<file path="src/rtl/vx_barrier_unit_pkg.sv">
// Shared GPU definitions used by the barrier unit: sizing macros, the barrier request type, and derived widths.
`ifndef NUM_WARPS
`define NUM_WARPS 8
`endif
`ifndef NUM_BARRIERS
`define NUM_BARRIERS 4
`endif
`ifndef NW_WIDTH
`define NW_WIDTH 3
`endif
`ifndef NB_WIDTH
`define NB_WIDTH 2
`endif
`ifndef PERF_CTR_BITS
`define PERF_CTR_BITS 32
`endif

package vx_barrier_unit_pkg;

    typedef struct packed {
        logic                 valid;
        logic [`NB_WIDTH-1:0] id;
        logic [`NW_WIDTH-1:0] size_m1;
        logic                 is_global;
        logic                 is_noop;
    } barrier_t;

    localparam int WARPS    = `NUM_WARPS;
    localparam int BARRIERS = `NUM_BARRIERS;
    localparam int NW_W     = `NW_WIDTH;
    localparam int NB_W     = `NB_WIDTH;
    localparam int PERF_W   = `PERF_CTR_BITS;

endpackage

</file>
<file path="src/rtl/vx_bar_slot.sv">
// One barrier slot: arrival count, waiting mask, and the completion / duplicate decision for one arrival.
module vx_bar_slot #(
    parameter int NUM_WARPS = `NUM_WARPS
) (
    input  logic                 clk,
    input  logic                 reset_n,
    input  logic                 arrive,
    input  logic [`NW_WIDTH-1:0] wid,
    input  logic [`NW_WIDTH-1:0] size_m1,
    output logic                 done,
    output logic                 dup,
    output logic [NUM_WARPS-1:0] mask_next,
    output logic [NUM_WARPS-1:0] rel_mask
);

    logic [`NW_WIDTH-1:0] count;
    logic [`NW_WIDTH-1:0] count_next;
    logic [NUM_WARPS-1:0] mask;
    logic [NUM_WARPS-1:0] wid_onehot;

    // A repeat arrival takes priority over completion so it never releases the barrier.
    always_comb begin
        wid_onehot      = '0;
        wid_onehot[wid] = 1'b1;
        dup             = arrive && mask[wid];
        done            = arrive && !mask[wid] && (count == size_m1);
        rel_mask        = mask | wid_onehot;
        count_next      = count;
        mask_next       = mask;
        if (done) begin
            count_next = '0;
            mask_next  = '0;
        end else if (arrive && !dup) begin
            count_next = count + `NW_WIDTH'(1);
            mask_next  = rel_mask;
        end
    end

    always_ff @(posedge clk or negedge reset_n) begin
        if (!reset_n) begin
            count <= '0;
            mask  <= '0;
        end else begin
            count <= count_next;
            mask  <= mask_next;
        end
    end

endmodule

</file>
<file path="src/rtl/vx_barrier_unit.sv">
// Local warp barrier unit: parks arriving warps per barrier slot and pulses a release when the last one arrives.
// Optional BAR_PERF_EN adds perf_stall_cycles, accumulating parked-warp cycles.
module vx_barrier_unit
    import vx_barrier_unit_pkg::*;
#(
    parameter int NUM_WARPS    = `NUM_WARPS,
    parameter int NUM_BARRIERS = `NUM_BARRIERS
) (
    input  logic                     clk,
    input  logic                     reset_n,
    input  logic                     bar_valid,
    input  logic [`NW_WIDTH-1:0]     bar_wid,
    input  barrier_t                 bar_req,
    output logic                     release_valid,
    output logic [NUM_WARPS-1:0]     release_mask,
    output logic [NUM_WARPS-1:0]     stall_mask,
    output logic                     dup_err
`ifdef BAR_PERF_EN
    ,
    output logic [`PERF_CTR_BITS-1:0] perf_stall_cycles
`endif
);

    logic                    req_ok;
    logic [NUM_BARRIERS-1:0] slot_arrive;
    logic [NUM_BARRIERS-1:0] slot_done;
    logic [NUM_BARRIERS-1:0] slot_dup;
    logic [NUM_WARPS-1:0]    slot_mask_next [NUM_BARRIERS];
    logic [NUM_WARPS-1:0]    slot_rel_mask  [NUM_BARRIERS];
    logic [NUM_WARPS-1:0]    rel_next;
    logic [NUM_WARPS-1:0]    stall_next;
    logic                    unused_req_valid;

    assign unused_req_valid = bar_req.valid;
    assign req_ok = bar_valid && !bar_req.is_noop && !bar_req.is_global;

    always_comb begin
        slot_arrive = '0;
        for (int b = 0; b < NUM_BARRIERS; b++) begin
            slot_arrive[b] = req_ok && (bar_req.id == `NB_WIDTH'(b));
        end
    end

    for (genvar g = 0; g < NUM_BARRIERS; g++) begin : g_slot
        vx_bar_slot #(.NUM_WARPS(NUM_WARPS)) u_slot (
            .clk       (clk),
            .reset_n   (reset_n),
            .arrive    (slot_arrive[g]),
            .wid       (bar_wid),
            .size_m1   (bar_req.size_m1),
            .done      (slot_done[g]),
            .dup       (slot_dup[g]),
            .mask_next (slot_mask_next[g]),
            .rel_mask  (slot_rel_mask[g])
        );
    end

    // stall_mask is built from next-state masks so a release and the stall drop land together.
    always_comb begin
        rel_next   = '0;
        stall_next = '0;
        for (int b = 0; b < NUM_BARRIERS; b++) begin
            if (slot_done[b]) begin
                rel_next = rel_next | slot_rel_mask[b];
            end
            stall_next = stall_next | slot_mask_next[b];
        end
    end

    always_ff @(posedge clk or negedge reset_n) begin
        if (!reset_n) begin
            release_valid <= 1'b0;
            release_mask  <= '0;
            stall_mask    <= '0;
            dup_err       <= 1'b0;
        end else begin
            release_valid <= |slot_done;
            release_mask  <= rel_next;
            stall_mask    <= stall_next;
            dup_err       <= |slot_dup;
        end
    end

`ifdef BAR_PERF_EN
    logic [`PERF_CTR_BITS-1:0] stall_pop;

    always_comb begin
        stall_pop = '0;
        for (int i = 0; i < NUM_WARPS; i++) begin
            stall_pop = stall_pop + `PERF_CTR_BITS'(stall_mask[i]);
        end
    end

    always_ff @(posedge clk or negedge reset_n) begin
        if (!reset_n) begin
            perf_stall_cycles <= '0;
        end else begin
            perf_stall_cycles <= perf_stall_cycles + stall_pop;
        end
    end
`endif

endmodule

</file>
<file path="config.mk">
export PLATFORM = sky130hd
export DESIGN_NAME = vx_barrier_unit
export DESIGN_NICKNAME = d
export VERILOG_FILES = /design/src/rtl/vx_barrier_unit_pkg.sv /design/src/rtl/vx_bar_slot.sv /design/src/rtl/vx_barrier_unit.sv
export SDC_FILE = /design/constraint.sdc
export NUM_CORES = 1
export LEC_CHECK = 0
export BUFFER_PORTS_ARGS = -buffer_cell sky130_fd_sc_hd__buf_4
export CAP_MARGIN = 20
export CORE_MARGIN = 5
export CORE_UTILIZATION = 38
export CTS_CLUSTER_SIZE = 10
export DETAILED_ROUTE_END_ITERATION = 7
export PLACE_DENSITY = 0.59
export SLEW_MARGIN = 10
export SYNTH_ARGS = -nofsm -noshare
export SYNTH_HDL_FRONTEND = slang
export SYNTH_SLANG_ARGS = --single-unit
</file>
<file path="constraint.sdc">
create_clock -name clk -period 4.8 [get_ports clk]
set_clock_uncertainty 0.05 [all_clocks]
set_input_delay 0.24 -clock clk [delete_from_list [all_inputs] [get_ports clk]]
set_output_delay 0.24 -clock clk [all_outputs]
set_load 0.01 [all_outputs]
</file>
==> Yosys cells after proc, flatten, opt, wreduce, memory -nomap -nowiden <==
Cells that the tools add are included.
{ "word_totals": {"regBits": 62, "inputBits": 14, "output_inout_bits": 18, "elab_cells": 105} }
{ "op_classes": {"n_bitwise": 10, "n_eq_ne": 7, "n_addsub": 4, "mux": 30, "n_reduce_logical": 40, "magnitude_cmp": 2} }
{ "ops": {"columns": ["operator", "count"], "rows": [
  ["$mux W8", 12],
  ["$or A8 B8 Y8", 10],
  ["$mux W3", 8],
  ["$logic_and A1 B1 Y1", 23],
  ["$add A3 B1 Y3 const B", 4],
  ["$bmux W1 S3", 4],
  ["$eq A3 B3 Y1", 4],
  ["$logic_not A1 Y1", 10],
  ["$reduce_bool A2 Y1", 4],
  ["$reduce_or A4 Y1", 2],
  ["$mux W1", 5],
  ["$eq A2 B2 Y1 const B", 2],
  ["$lt A3 B4 Y1 const B", 1],
  ["$demux W1 S3", 1],
  ["$ge A3 B1 Y1 const B", 1],
  ["$eq A2 B1 Y1 const B", 1],
  ["$logic_not A2 Y1", 1]
]} }

==> Longest topological paths before layout <==
Gate-level depths: netlist (run 1).
{ "depth": {"depth_word": 13, "depth_mapped": 10, "depth_no_buf": 6} }

==> Modules after synthesis <==
From an unflattened synthesis (run 1), not the netlist that was laid out.
{ "unflattened": {"hier_cells": 364, "hier_area_um2": 3761.1} }
{ "modules_own_cells": {"columns": ["mod", "seq_area_each_um2", "cells_per_inst", "area_each_um2", "n_inst"], "rows": [
  ["vx_bar_slot (g_slot[1].u_slot ...)", 275.3, 75, 737.0, 3],
  ["vx_bar_slot (g_slot[0].u_slot)", 275.3, 78, 804.5, 1],
  ["vx_barrier_unit", 450.4, 61, 745.7, 1]
]} }

==> Worst setup path after synthesis (run 1) <==
OpenSTA, ideal clock, no wires.
{ "synth_timing": {"kind": "input to register", "startpoint": "in bar_wid[2]", "endpoint": "reg stall_mask[4]", "setup_time_ns": 0.139, "path_buffers": 2, "t_arrival_ns": 2.165, "required_time_ns": 4.611, "slack_ns": 2.447, "cell_stages": 7, "path_cell_list": "buf_6 > mux2_4 > a221o_1 > a2111oi_4 > buf_6 > nor2_1 > or4_1"} }
{ "synth_via": {"word_cells_on_any_way": 52, "cone_classes": "2 x order compare; 18 x mux; 7 x bitwise; 25 x reduce/logical"} }
{ "synth_rtl": {"columns": ["item", "line_no", "source"], "rows": [
  ["from (decl)", "vx_barrier_unit.sv:12", "input logic [`NW_WIDTH-1:0] bar_wid,"],
  ["$lt A3 B4 Y1 (implied by the code) (tied with other cells)", "vx_bar_slot.sv:24", "wid_onehot[wid] = 1'b1;"],
  ["$logic_and A1 B1 Y1 (implied by the code) or $mux W1 (tied branches)", "vx_bar_slot.sv:24, vx_bar_slot.sv:25, vx_bar_slot.sv:26", null],
  ["$mux W1 (implied by the code) or $logic_and A1 B1 Y1 (tied branches)", "vx_bar_slot.sv:24, vx_bar_slot.sv:25", null],
  ["$demux W1 S3 or $logic_not A1 Y1 (tied branches)", null, null],
  ["$or A8 B8 Y8 or $logic_and A1 B1 Y1 (tied branches)", "vx_bar_slot.sv:27, vx_bar_slot.sv:33", null],
  ["$mux W8", "vx_bar_slot.sv:33", "end else if (arrive && !dup) begin"],
  ["$mux W8 *", "vx_bar_slot.sv:30", "if (done) begin"],
  ["via g_slot[2].u_slot.mask_next[4]", "vx_bar_slot.sv:12", "output logic [NUM_WARPS-1:0] mask_next,"],
  ["$or A8 B8 Y8 * (2 in series)", "vx_barrier_unit.sv:66", "stall_next = stall_next | slot_mask_next[b];"],
  ["via stall_next[4]", "vx_barrier_unit.sv:31", "logic [NUM_WARPS-1:0] stall_next;"],
  ["to (signal assigned)", "vx_barrier_unit.sv:79", "stall_mask <= stall_next;"],
  ["to (decl)", "vx_barrier_unit.sv:16", "output logic [NUM_WARPS-1:0] stall_mask,"]
]} }
The timed path passes the listed nets; every way through them passes the cells marked *. The select of a mux whose other input is x is not followed.
A chain may end at the register's enable or synchronous reset.

==> Final worst setup path (run 1) <==
{ "layout_timing": {"startpoint": "reg g_slot[2].u_slot.mask[6]", "endpoint": "reg stall_mask[7]"} }
{ "layout_via": {"elab_chain_cells": 9, "word_cells_on_any_way": 12, "cone_classes": "4 x mux; 2 x bitwise; 6 x reduce/logical"} }
{ "layout_rtl": {"columns": ["item", "line_no", "source"], "rows": [
  ["from (decl)", "vx_bar_slot.sv:18", "logic [NUM_WARPS-1:0] mask;"],
  ["from (signal assigned)", "vx_bar_slot.sv:45", "mask <= mask_next;"],
  ["$bmux W1 S3 *", "vx_bar_slot.sv:25, vx_bar_slot.sv:26", null],
  ["$mux W1 (implied by the code) *", "vx_bar_slot.sv:25, vx_bar_slot.sv:26", null],
  ["$logic_and A1 B1 Y1", "vx_bar_slot.sv:25", "dup = arrive && mask[wid];"],
  ["$logic_not A1 Y1", "vx_bar_slot.sv:33", null],
  ["$logic_and A1 B1 Y1", "vx_bar_slot.sv:33", null],
  ["$mux W8", "vx_bar_slot.sv:33", null],
  ["$mux W8 *", "vx_bar_slot.sv:30", null],
  ["via g_slot[2].u_slot.mask_next[7]", "vx_bar_slot.sv:12", null],
  ["$or A8 B8 Y8 * (2 in series)", "vx_barrier_unit.sv:66", null],
  ["via stall_next[7]", "vx_barrier_unit.sv:31", null]
]} }
Marks and branches as above.

==> metrics.md, run 1 <==
| Metric | Value |
|---|---|
| Status | complete, no violations |
| Num ports | 32 |
| Pint | 1.03 mW |
| Hold Startpoint | bar_req[5] |
| Net Sw Power | 0.446 mW |
| Yosys warning count | 0 |
| Syn Std Cell Area | 0.00315 sq mm |
| Initial core utilization | 38.8% |
| Most frequent cells in the layout | dfrtp_1, nor2_1, a21oi_1 |
| Crit path DAT | 3.05 ns |
| Area Growth Syn to Fin | 16.0% |
| Final layout net count | 365 |
| DP Wirelength | 5690 um |
| Yosys top cell area share | 49.2% |
| Post-synth ARST share | 100% |
| RSZ-0062 raised after global routing | no |
| Hold Vio Cnt, Final | 0 |
| Hold Buf Count CTS | 1 |
| Antenna Nets Post-Route | 0 |
| Die W | 101 um |
| WS Path Type | register to register |
| Worst IR Drop VDD | 161 uV |
| Post-Route Setup TNS | 0 ns |
| Rows | 33 |
| Ant. Diodes | 0 |
| R2R Path Start | g_slot[2].u_slot.mask[6] |
| Final period utilization | 60.2% |
| Setup crit start | g_slot[2].u_slot.mask[6] |
| Root buffer cell | clkbuf_8 |
| Placed cell count | 440 |
| R2R setup slack | 1.91 ns |
| Sw frac | 30.2% |
| Final min period | 2.89 ns |
| Routed wire length | 8070 um |
| Synth cell types | 47 |
| Post-DR vias/cell | 5.52 |
| FILL cells | 786 |
| Area taken by multi-input logic gates | 0.00150 sq mm |
| Post-Synthesis Cells | 318 |
| Core box area | 0.00813 sq mm |
| Initial antenna violation count | 0 |
| EDFF count, synth | 0 |
| Register area | 0.00155 sq mm |
| CP Launch Type | register |
| Post-layout util | 45.0% |
| Final Wtd Congestion | 0.861 |
| Placed Instance Area | 0.00344 sq mm |
| Max Cap Viol | 0 |
| Count of final setup violators | 0 |
| Gate power share | 20.5% |
| Hold path cells | 4 |
| Area leader, netlist | dfrtp_1 |
| GRT Util Overall | 17.1% |
| Fmax | 0.346 GHz |
| Global route overflow | 0 |
| Worst-Margin Slew | 0.999 ns |
| Clock transition at path regs | 0.07 ns |
| Drt drc | 0 |
| Die area | 0.0102 sq mm |
| FF-to-FF path depth | 5 |
| Setup bufs post-CTS | 0 |
| Clock Latency Late Sink | 0.35 ns |
| Most common cell after layout, fill and taps aside | dfrtp_1 |
| Dpl ws | 1.82 ns |
| Pin count of the biggest net entering global routing | 63 |
| Pwr dens | 403 mW/mm^2 |
| Register bit total from synthesis | 62 |
| Worst Setup Slack, final | 1.91 ns |
| Die height | 101 um |
| Ranking of synthesized cells by area | dfrtp_1, a21oi_1, nor2_1, o21ai_0, mux2i_1 |
| Htree depth | 3 |
| Hold Path Class | input port to register |
| 1st-iter DRT viols | 184 |
| CTS Buffer Depth | 2 |
| Lkg Pwr | 1.70 nW |
| CTS sink cnt | 62 |
| Crit path capture type | register |
| PortBufs | 30 |
| Routed vias | 2521 |
| WP data required | 4.96 ns |
| Number of global-route vias before repair | 2528 |
| CTS tree | built |
| Clk pwr share | 32.3% |
| Layout cells sized above 1 | 17.0% |
| Sequential element share of the synthesized area | 49.2% |
| Final Cell Area | 0.00366 sq mm |
| Crit Path Max Fanout | 15 |
| DRT Pass-1 Iters | 5 |
| Layout Cells excl Fill | 457 |
| Pins Over Slew Limit | 0 |
| Top FF cell, synth | dfrtp_1 |
| Mean routed wirelength per cell | 17.7 um |
| First-pass GRT wire length | 13200 um |
| Sequential share of power | 47.2% |
| Post-cts gate resize count | 0 |
| Syn nets | 336 |
| Syn avg cell area | 9.92 sq um |
| CTS buffer count | 9 |
| Slew margin rel. | 33.4% |
-- metrics by stage --
stage | power, mW | hold slack (ns)
detailed placement | 1.01 | 0.331
global route | 1.57 | 0.364
global placement | 1.00 | 0.325
floorplan | 0.886 | -0.106
CTS | 1.49 | 0.326
finish | 1.48 | 0.336
-- routing by layer --
layer  vias to the layer above  GRT usage (%)  wire length (um)
li1                       1216              -                 -
met1                      1230           22.8              3530
met2                        67           26.8              3860
met3                         8           4.36               575
met4                         0           6.54               104
met5                         -              0                 0
-- path summary, 6_finish.rpt --
check                                             to
min in group asynchronous              stall_mask[4]
max in group asynchronous   g_slot[0].u_slot.mask[7]
max                                    stall_mask[7]
max reg2reg                            stall_mask[7]
min reg2reg                g_slot[2].u_slot.count[2]
min                         g_slot[0].u_slot.mask[7]
-- synth_stat cells, drive strengths merged (2+ instances only) --
| library cell | n |
|---|---|
| a2111oi | 2 |
| a211o | 2 |
| a211oi | 3 |
| a21oi | 34 |
| a221o | 3 |
| a222oi | 3 |
| a22oi | 4 |
| a31oi | 2 |
| and2 | 4 |
| and3 | 2 |
| and4b | 2 |
| buf | 10 |
| clkbuf | 5 |
| dfrtp | 62 |
| ha | 4 |
| inv | 6 |
| mux2 | 6 |
| mux2i | 10 |
| nand2 | 21 |
| nand2b | 6 |
| nand3 | 9 |
| nand3b | 3 |
| nand4 | 3 |
| nor2 | 43 |
| nor2b | 5 |
| nor3 | 4 |
| nor3b | 2 |
| nor4bb | 2 |
| o21ai | 23 |
| o2bb2ai | 2 |
| or4 | 9 |
| xnor2 | 6 |
| xor2 | 6 |
-- power groups by stage --
| stage | Clock, mW | Sequential (mW) | Combinational, mW |
|---|---|---|---|
| detailed placement | 0 | 0.705 | 0.304 |
| floorplan | 0 | 0.697 | 0.189 |
| CTS | 0.490 | 0.696 | 0.306 |
| global placement | 0 | 0.704 | 0.296 |
| finish | 0.477 | 0.697 | 0.302 |
| global route | 0.513 | 0.709 | 0.343 |
-- cells by family after synthesis --
| family | after synthesis | synth area share, % |
|---|---|---|
| compound gates | 84 | 17.5 |
| xor+xnor | 12 | 3.33 |
| fa+ha+maj | 4 | 1.59 |
| buf+inv | 21 | 3.61 |
| flops | 62 | 49.2 |
| mux | 16 | 5.43 |
| simple gates | 119 | 19.3 |
-- flip-flops by register name (all words and copies together) (netlist names) --
| name | flops |
|---|---|
| g_slot.u_slot.count | 12 |
| release_valid | 1 |
| release_mask | 8 |
| stall_mask | 8 |
| g_slot.u_slot.mask | 32 |
| dup_err | 1 |
-- worst max-delay path: stages, from the launching register on --
cell and delay (ns):
dfrtp_1 0.41, mux2_4 0.27, a221o_1 0.43, a2111oi_4 0.85, nor2_1 0.17, or4_1 0.57
-- final cells by class --
cell class                 count  area share (%)
clock buffer                  11            4.14
clock inverter                 5            1.57
inverter                       6           0.615
multi-input combinational    235            40.9
sequential                    62            42.4
tap                          105            3.59
timing repair buffer          33            6.84
Note: power is estimated with default switching activity, not from simulation.
==> inputs of run 2 (changes only) <==
--- a/config.mk
+++ b/config.mk
@@ -5,6 +5,7 @@
 export SDC_FILE = /design/constraint.sdc
 export NUM_CORES = 1
 export LEC_CHECK = 0
+export ABC_AREA = 1
 export BUFFER_PORTS_ARGS = -buffer_cell sky130_fd_sc_hd__buf_4
 export CAP_MARGIN = 20
 export CORE_MARGIN = 5
==> constraint.sdc (replaced) <==
create_clock -name clk -period 3 [get_ports clk]
set_clock_uncertainty 0.05 [all_clocks]
set_input_delay 0.15 -clock clk [delete_from_list [all_inputs] [get_ports clk]]
set_output_delay 0.15 -clock clk [all_outputs]
set_load 0.01 [all_outputs]
==> metrics.md, run 2 <==
| Metric | Value |
|---|---|
| Status | complete, no violations |
| Setup bufs post-CTS | 0 |
| Ranking of synthesized cells by area | dfrtp_1, nand2_1, inv_1, nand3_1, nand4_1 |
| WS Path Type | register to register |
| Top-count cell post-synth | nand2_1 |
| Post-cts gate resize count | 0 |
| Die area | 0.0109 sq mm |
| Met3 routed WL | 685 um |
| Fmax | 0.484 GHz |
| Most common cell on crit path | nand2_1 |
| Post-synth ARST share | 100% |
| Routed vias | 2935 |
| Most frequent cells after synthesis | nand2_1, inv_1, dfrtp_1 |
| Largest stage delay on the critical path | 0.49 ns |
| Register bit total from synthesis | 62 |
| Pwr dens | 488 mW/mm^2 |
| Worst IR Drop VDD | 189 uV |
| DP Wirelength | 5810 um |
| Most frequent cells in the layout | nand2_1, inv_1, dfrtp_1 |
| Yosys top cell area share | 45.8% |
| Clock transition at path regs | 0.06 ns |
| Area Growth Syn to Fin | 14.1% |
| EDFF count, synth | 0 |
| Hold Path Class | input port to register |
| CP Launch Type | register |
| Ant. Diodes | 0 |
| Pin count of the biggest net entering global routing | 63 |
| Global route overflow | 0 |
| Initial antenna violation count | 0 |
| Dpl ws | 0.739 ns |
| Worst r2r dst | release_mask[7] |
| Crit path DAT | 2.29 ns |
| Sequential element share of the synthesized area | 45.8% |
| Htree depth | 3 |
| Crit Path Max Fanout | 12 |
| Final min period | 2.07 ns |
| Layout cells sized above 1 | 12.2% |
| Syn nets | 484 |
| Final layout net count | 515 |
| R2R Path Start | g_slot[2].u_slot.mask[6] |
| Number of global-route vias before repair | 2843 |
| Pins Over Slew Limit | 0 |
| WP data required | 3.23 ns |
| FF-to-FF path depth | 9 |
| Final period utilization | 68.9% |
| Num ports | 32 |
| RSZ-0062 raised after global routing | no |
| Crit path capture type | register |
| Core box area | 0.00872 sq mm |
| Top reg by flops | g_slot.u_slot.mask |
| CTS sink cnt | 62 |
| WL met1 | 3640 um |
| 1st-iter DRT viols | 170 |
| Clock Latency Late Sink | 0.35 ns |
| Count of final setup violators | 0 |
| Syn Std Cell Area | 0.00339 sq mm |
| Slowest cell on the critical path | nand3_1 |
| Slew margin rel. | 47.8% |
| Antenna Nets Post-Route | 0 |
| CTS tree | built |
| Most common cell after layout, fill and taps aside | nand2_1 |
| Uppermost layer routed | met4 |
| Yosys warning count | 0 |
| Routed wire length | 8420 um |
| Largest regs | g_slot.u_slot.mask: 32 flops, g_slot.u_slot.count: 12 flops |
| Initial core utilization | 38.8% |
| CP cell instances | inv_1 > nand2_1 > nand3_1 > nand2_1 > nor2_1 > nand3_1 > inv_2 > nand2_1 > nand4_1 |
| Max reg flops | 32 |
| Post-DR vias/cell | 4.83 |
| R2R setup slack | 0.93 ns |
| Max Cap Viol | 0 |
| CTS buffer count | 9 |
| Area leader, netlist | dfrtp_1 |
| Lkg Pwr | 2.57 nW |
| Die height | 104 um |
| Drt drc | 0 |
| Mean routed wirelength per cell | 13.8 um |
| Root buffer cell | clkbuf_8 |
| DRT Pass-1 Iters | 4 |
| Die W | 104 um |
| Worst-Margin Slew | 0.783 ns |
| Crit path capture | release_mask[7] |
| First-pass GRT wire length | 14000 um |
| Syn avg cell area | 7.27 sq um |
| Hold Vio Cnt, Final | 0 |
| DR WL met2 | 4000 um |
| GRT Util Overall | 16.2% |
| Final Wtd Congestion | 0.884 |
| PortBufs | 30 |
| Setup crit start | g_slot[2].u_slot.mask[6] |
| Rows | 34 |
| Post-Synthesis Cells | 466 |
| Worst Setup Slack, final | 0.934 ns |
| Post-Route Setup TNS | 0 ns |
| Hold Buf Count CTS | 1 |
| CTS Buffer Depth | 2 |
| Synth cell types | 25 |
| Top FF cell, synth | dfrtp_1 |
run 2: cell count changes in the layout (fill, tap and decap cells not counted), moves of 9 or more:
cell | before | now
nand2_1 | 21 | 157
o21ai_0 | 23 | 4
or4_1 | 9 | 0
a21oi_1 | 34 | 3
mux2i_1 | 10 | 0
nand3_1 | 9 | 49
inv_1 | 6 | 86
inv_2 | 0 | 9
nand4_1 | 3 | 19
nor2_1 | 43 | 24
run 2: per-layer routing:
| layer | global-route usage [%] | vias up |
|---|---|---|
| li1 | - | 1490 |
| met1 | 20.4 | 1349 |
| met2 | 26.0 | 81 |
| met3 | 5.40 | 15 |
| met4 | 5.46 | 0 |
| met5 | 0 | - |
run 2: area by class of cell:
cell class / count / area [sq um]
repair buffers: 32 / 243
clock buffers: 13 / 169
clock inverters: 1 / 5.00
multi-input cells: 297 / 1410
inverters: 95 / 357
fillers: 897 / 4860
well taps: 108 / 135
flip-flops and latches: 62 / 1550
run 2: critical path, delay by kind of cell, from the launching register on:
| family | cells | cell delay, ns |
|---|---|---|
| and+or+nand+nor | 7 | 1.03 |
| DFF | 1 | 0.39 |
| buffers and inverters | 2 | 0.49 |
run 2: where the power goes:
| part | switching (mW) | internal (mW) |
|---|---|---|
| combinational | 0.159 | 0.123 |
| clock | 0.306 | 0.357 |
| sequential | 0.0533 | 0.889 |
| total | 0.518 | 1.37 |
run 2: through the flow:
step	cell area (sq um)	std cells	hold WS, ns	util [%]	power (mW)
after floorplan	3390	466	-0.196	-	1.16
after global placement	3680	593	0.244	42.2	1.23
after detailed placement	3680	593	0.253	42.2	1.24
after CTS	3860	608	0.158	44.3	1.92
after global routing	3860	608	0.178	44.3	2.00
final	3860	608	0.186	44.3	1.89
run 2: cells by family (layout without fill, tap and decap cells):
group	count (synthesis)	after routing	share of synthesized area, %
AO/OA/AOI/OAI	17	17	3.10
XOR/XNOR	14	14	3.62
adder cells (fa/ha/maj)	4	4	1.48
buffers and inverters	107	141	12.7
flip-flops	62	62	45.8
AND/OR/NAND/NOR	262	262	33.3
run 2: how the worst min path moves through the flow:
| stage | start | end | slack [ns] | cells past startpoint |
|---|---|---|---|---|
| 5_1_grt | bar_req[5] | dup_err | 0.18 | 4 |
| 2_1_floorplan | reset_n | dup_err | -0.20 | 0 |
| 4_1_cts | bar_req[5] | dup_err | 0.16 | 4 |
| 6_report | bar_req[5] | dup_err | 0.19 | 4 |
| 3_3_place_gp | reset_n | g_slot[0].u_slot.count[2] | 0.24 | 1 |
| 3_5_place_dp | reset_n | g_slot[0].u_slot.count[1] | 0.25 | 1 |
==> inputs of run 3 (changes only) <==
==> constraint.sdc (replaced) <==
create_clock -name clk -period 1.94 [get_ports clk]
set_clock_uncertainty 0.05 [all_clocks]
set_input_delay 0.097 -clock clk [delete_from_list [all_inputs] [get_ports clk]]
set_output_delay 0.097 -clock clk [all_outputs]
set_load 0.01 [all_outputs]
==> metrics.md, run 3 (same netlist as run 2, synthesis figures left out) <==
| Metric | Value |
|---|---|
| Count of final setup violators | 0 |
| Die area | 0.0109 sq mm |
| Final period utilization | 87.7% |
| Post-Route Setup TNS | 0 ns |
| Routed wire length | 8410 um |
| Final layout net count | 534 |
| CTS sink cnt | 62 |
| Slew margin rel. | 48.0% |
| Ant. Diodes | 0 |
| Rows | 34 |
| Max Cap Viol | 0 |
| Slowest cell on the critical path | dfrtp_1 |
| Top reg by flops | g_slot.u_slot.mask |
| WS Path Type | register to register |
| Routed vias | 3008 |
| Max reg flops | 32 |
| Hold Path Class | input port to register |
| DRT Pass-1 Iters | 4 |
| Largest regs | g_slot.u_slot.mask: 32 flops, g_slot.u_slot.count: 12 flops |
| Htree depth | 3 |
| Dpl ws | 0.207 ns |
| Crit Path Max Fanout | 6 |
| Worst path bufs/invs | 1 |
| Pins Over Slew Limit | 0 |
| Die W | 104 um |
| Most frequent cells in the layout | nand2_1, inv_1, dfrtp_1 |
| Worst Setup Slack, final | 0.239 ns |
| Root buffer cell | clkbuf_8 |
| Fmax | 0.588 GHz |
| CTS buffer count | 9 |
| Crit path DAT | 1.85 ns |
| Initial antenna violation count | 0 |
| CP cell instances | xnor2_1 > nand2_1 > nor2_1 > nand3_1 > buf_4 > nand3_1 > nand4_1 |
| Status | complete, no violations |
| Final min period | 1.70 ns |
| Crit path capture type | register |
| Clock transition at path regs | 0.07 ns |
| Clock Latency Late Sink | 0.34 ns |
| Number of global-route vias before repair | 2938 |
| 1st-iter DRT viols | 190 |
| Core box area | 0.00872 sq mm |
| Final Wtd Congestion | 0.856 |
| PortBufs | 30 |
| FILL cells | 871 |
| Initial core utilization | 38.8% |
| Num ports | 32 |
| Delay-heaviest family, CP | simple AND/OR/NAND/NOR gates |
| Area Growth Syn to Fin | 18.5% |
| CTS tree | built |
| Post-DR vias/cell | 4.78 |
| Largest stage delay on the critical path | 0.42 ns |
| CP Launch Type | register |
| Most common cell on crit path | nand3_1 |
| Worst-Margin Slew | 0.780 ns |
| DP Wirelength | 6200 um |
| Die height | 104 um |
| Layout cells sized above 1 | 15.5% |
| Antenna Nets Post-Route | 0 |
| Pwr dens | 742 mW/mm^2 |
| Worst IR Drop VDD | 354 uV |
| Lkg Pwr | 2.66 nW |
| Hold Vio Cnt, Final | 0 |
| Pin count of the biggest net entering global routing | 63 |
| Most common cell after layout, fill and taps aside | nand2_1 |
| Global route overflow | 0 |
| WP data required | 2.09 ns |
| Post-cts gate resize count | 0 |
| GRT Util Overall | 16.2% |
| Mean routed wirelength per cell | 13.4 um |
| CTS Buffer Depth | 2 |
| RSZ-0062 raised after global routing | no |
| First-pass GRT wire length | 14100 um |
| Drt drc | 0 |
run 3: where the power goes:
part           leakage (nW)  switching (mW)  total (mW)  internal [mW]
Clock                0.0968           0.477        1.06          0.585
Sequential            0.852          0.0866        1.46           1.38
Combinational          1.71           0.253       0.457          0.204
run 3: final timing paths:
kind / startpoint / cells past startpoint / end / slack [ns]
min in group asynchronous: reset_n / 2 / g_slot[2].u_slot.count[0] / 0.33
worst max-delay path: g_slot[0].u_slot.count[0] / 7 / stall_mask[2] / 0.24
worst max register to register: g_slot[0].u_slot.count[0] / 7 / stall_mask[2] / 0.24
worst min-delay path: bar_req[6] / 4 / dup_err / 0.15
worst min register to register: g_slot[2].u_slot.count[2] / 1 / g_slot[2].u_slot.count[2] / 0.44
max in group asynchronous: reset_n / 2 / g_slot[0].u_slot.mask[2] / 0.99
run 3: stage by stage:
| step | power, mW | utilization (%) | hold WS [ns] | instance area, sq um | std cells |
|---|---|---|---|---|---|
| detailed placement | 1.94 | 43.8 | 0.184 | 3820 | 612 |
| CTS | 3.02 | 46.0 | 0.124 | 4020 | 629 |
| global placement | 1.92 | 43.8 | 0.182 | 3820 | 612 |
| floorplan | 1.79 | - | -0.249 | 3390 | 466 |
| global route | 3.16 | 46.0 | 0.167 | 4020 | 629 |
| finish | 2.98 | 46.0 | 0.147 | 4020 | 629 |
run 3: final cells by class:
| cell class | count | area, sq um | area share, % |
|---|---|---|---|
| repair buffers | 51 | 385 | 9.60 |
| multi-input cells | 297 | 1410 | 35.0 |
| flip-flops and latches | 62 | 1550 | 38.6 |
| clock inverters | 5 | 50.0 | 1.25 |
| well taps | 108 | 135 | 3.37 |
| clock buffers | 11 | 131 | 3.27 |
| inverters | 95 | 357 | 8.88 |
run 3: metal layers:
layer | vias to the layer above | global-route usage [%] | share of wire (%)
met5 | - | 0 | 0
met4 | 0 | 5.74 | 1.9
met3 | 13 | 4.47 | 5.2
met2 | 78 | 26.4 | 48
met1 | 1389 | 20.5 | 45
li1 | 1528 | - | -
run 3: worst reg2reg max path: stages (launching register included):
cell     delay (ns)
dfrtp_1        0.42
xnor2_1        0.14
nand2_1        0.06
nor2_1         0.22
nand3_1        0.21
buf_4          0.23
nand3_1        0.12
nand4_1        0.11
run 3: repair_timing:
action | in CTS | in global routing
endpoints found under the setup margin | 0 | 0
setup buffers | 0 | 0
hold endpoints to repair | 62 | 0
hold buffers | 1 | 0
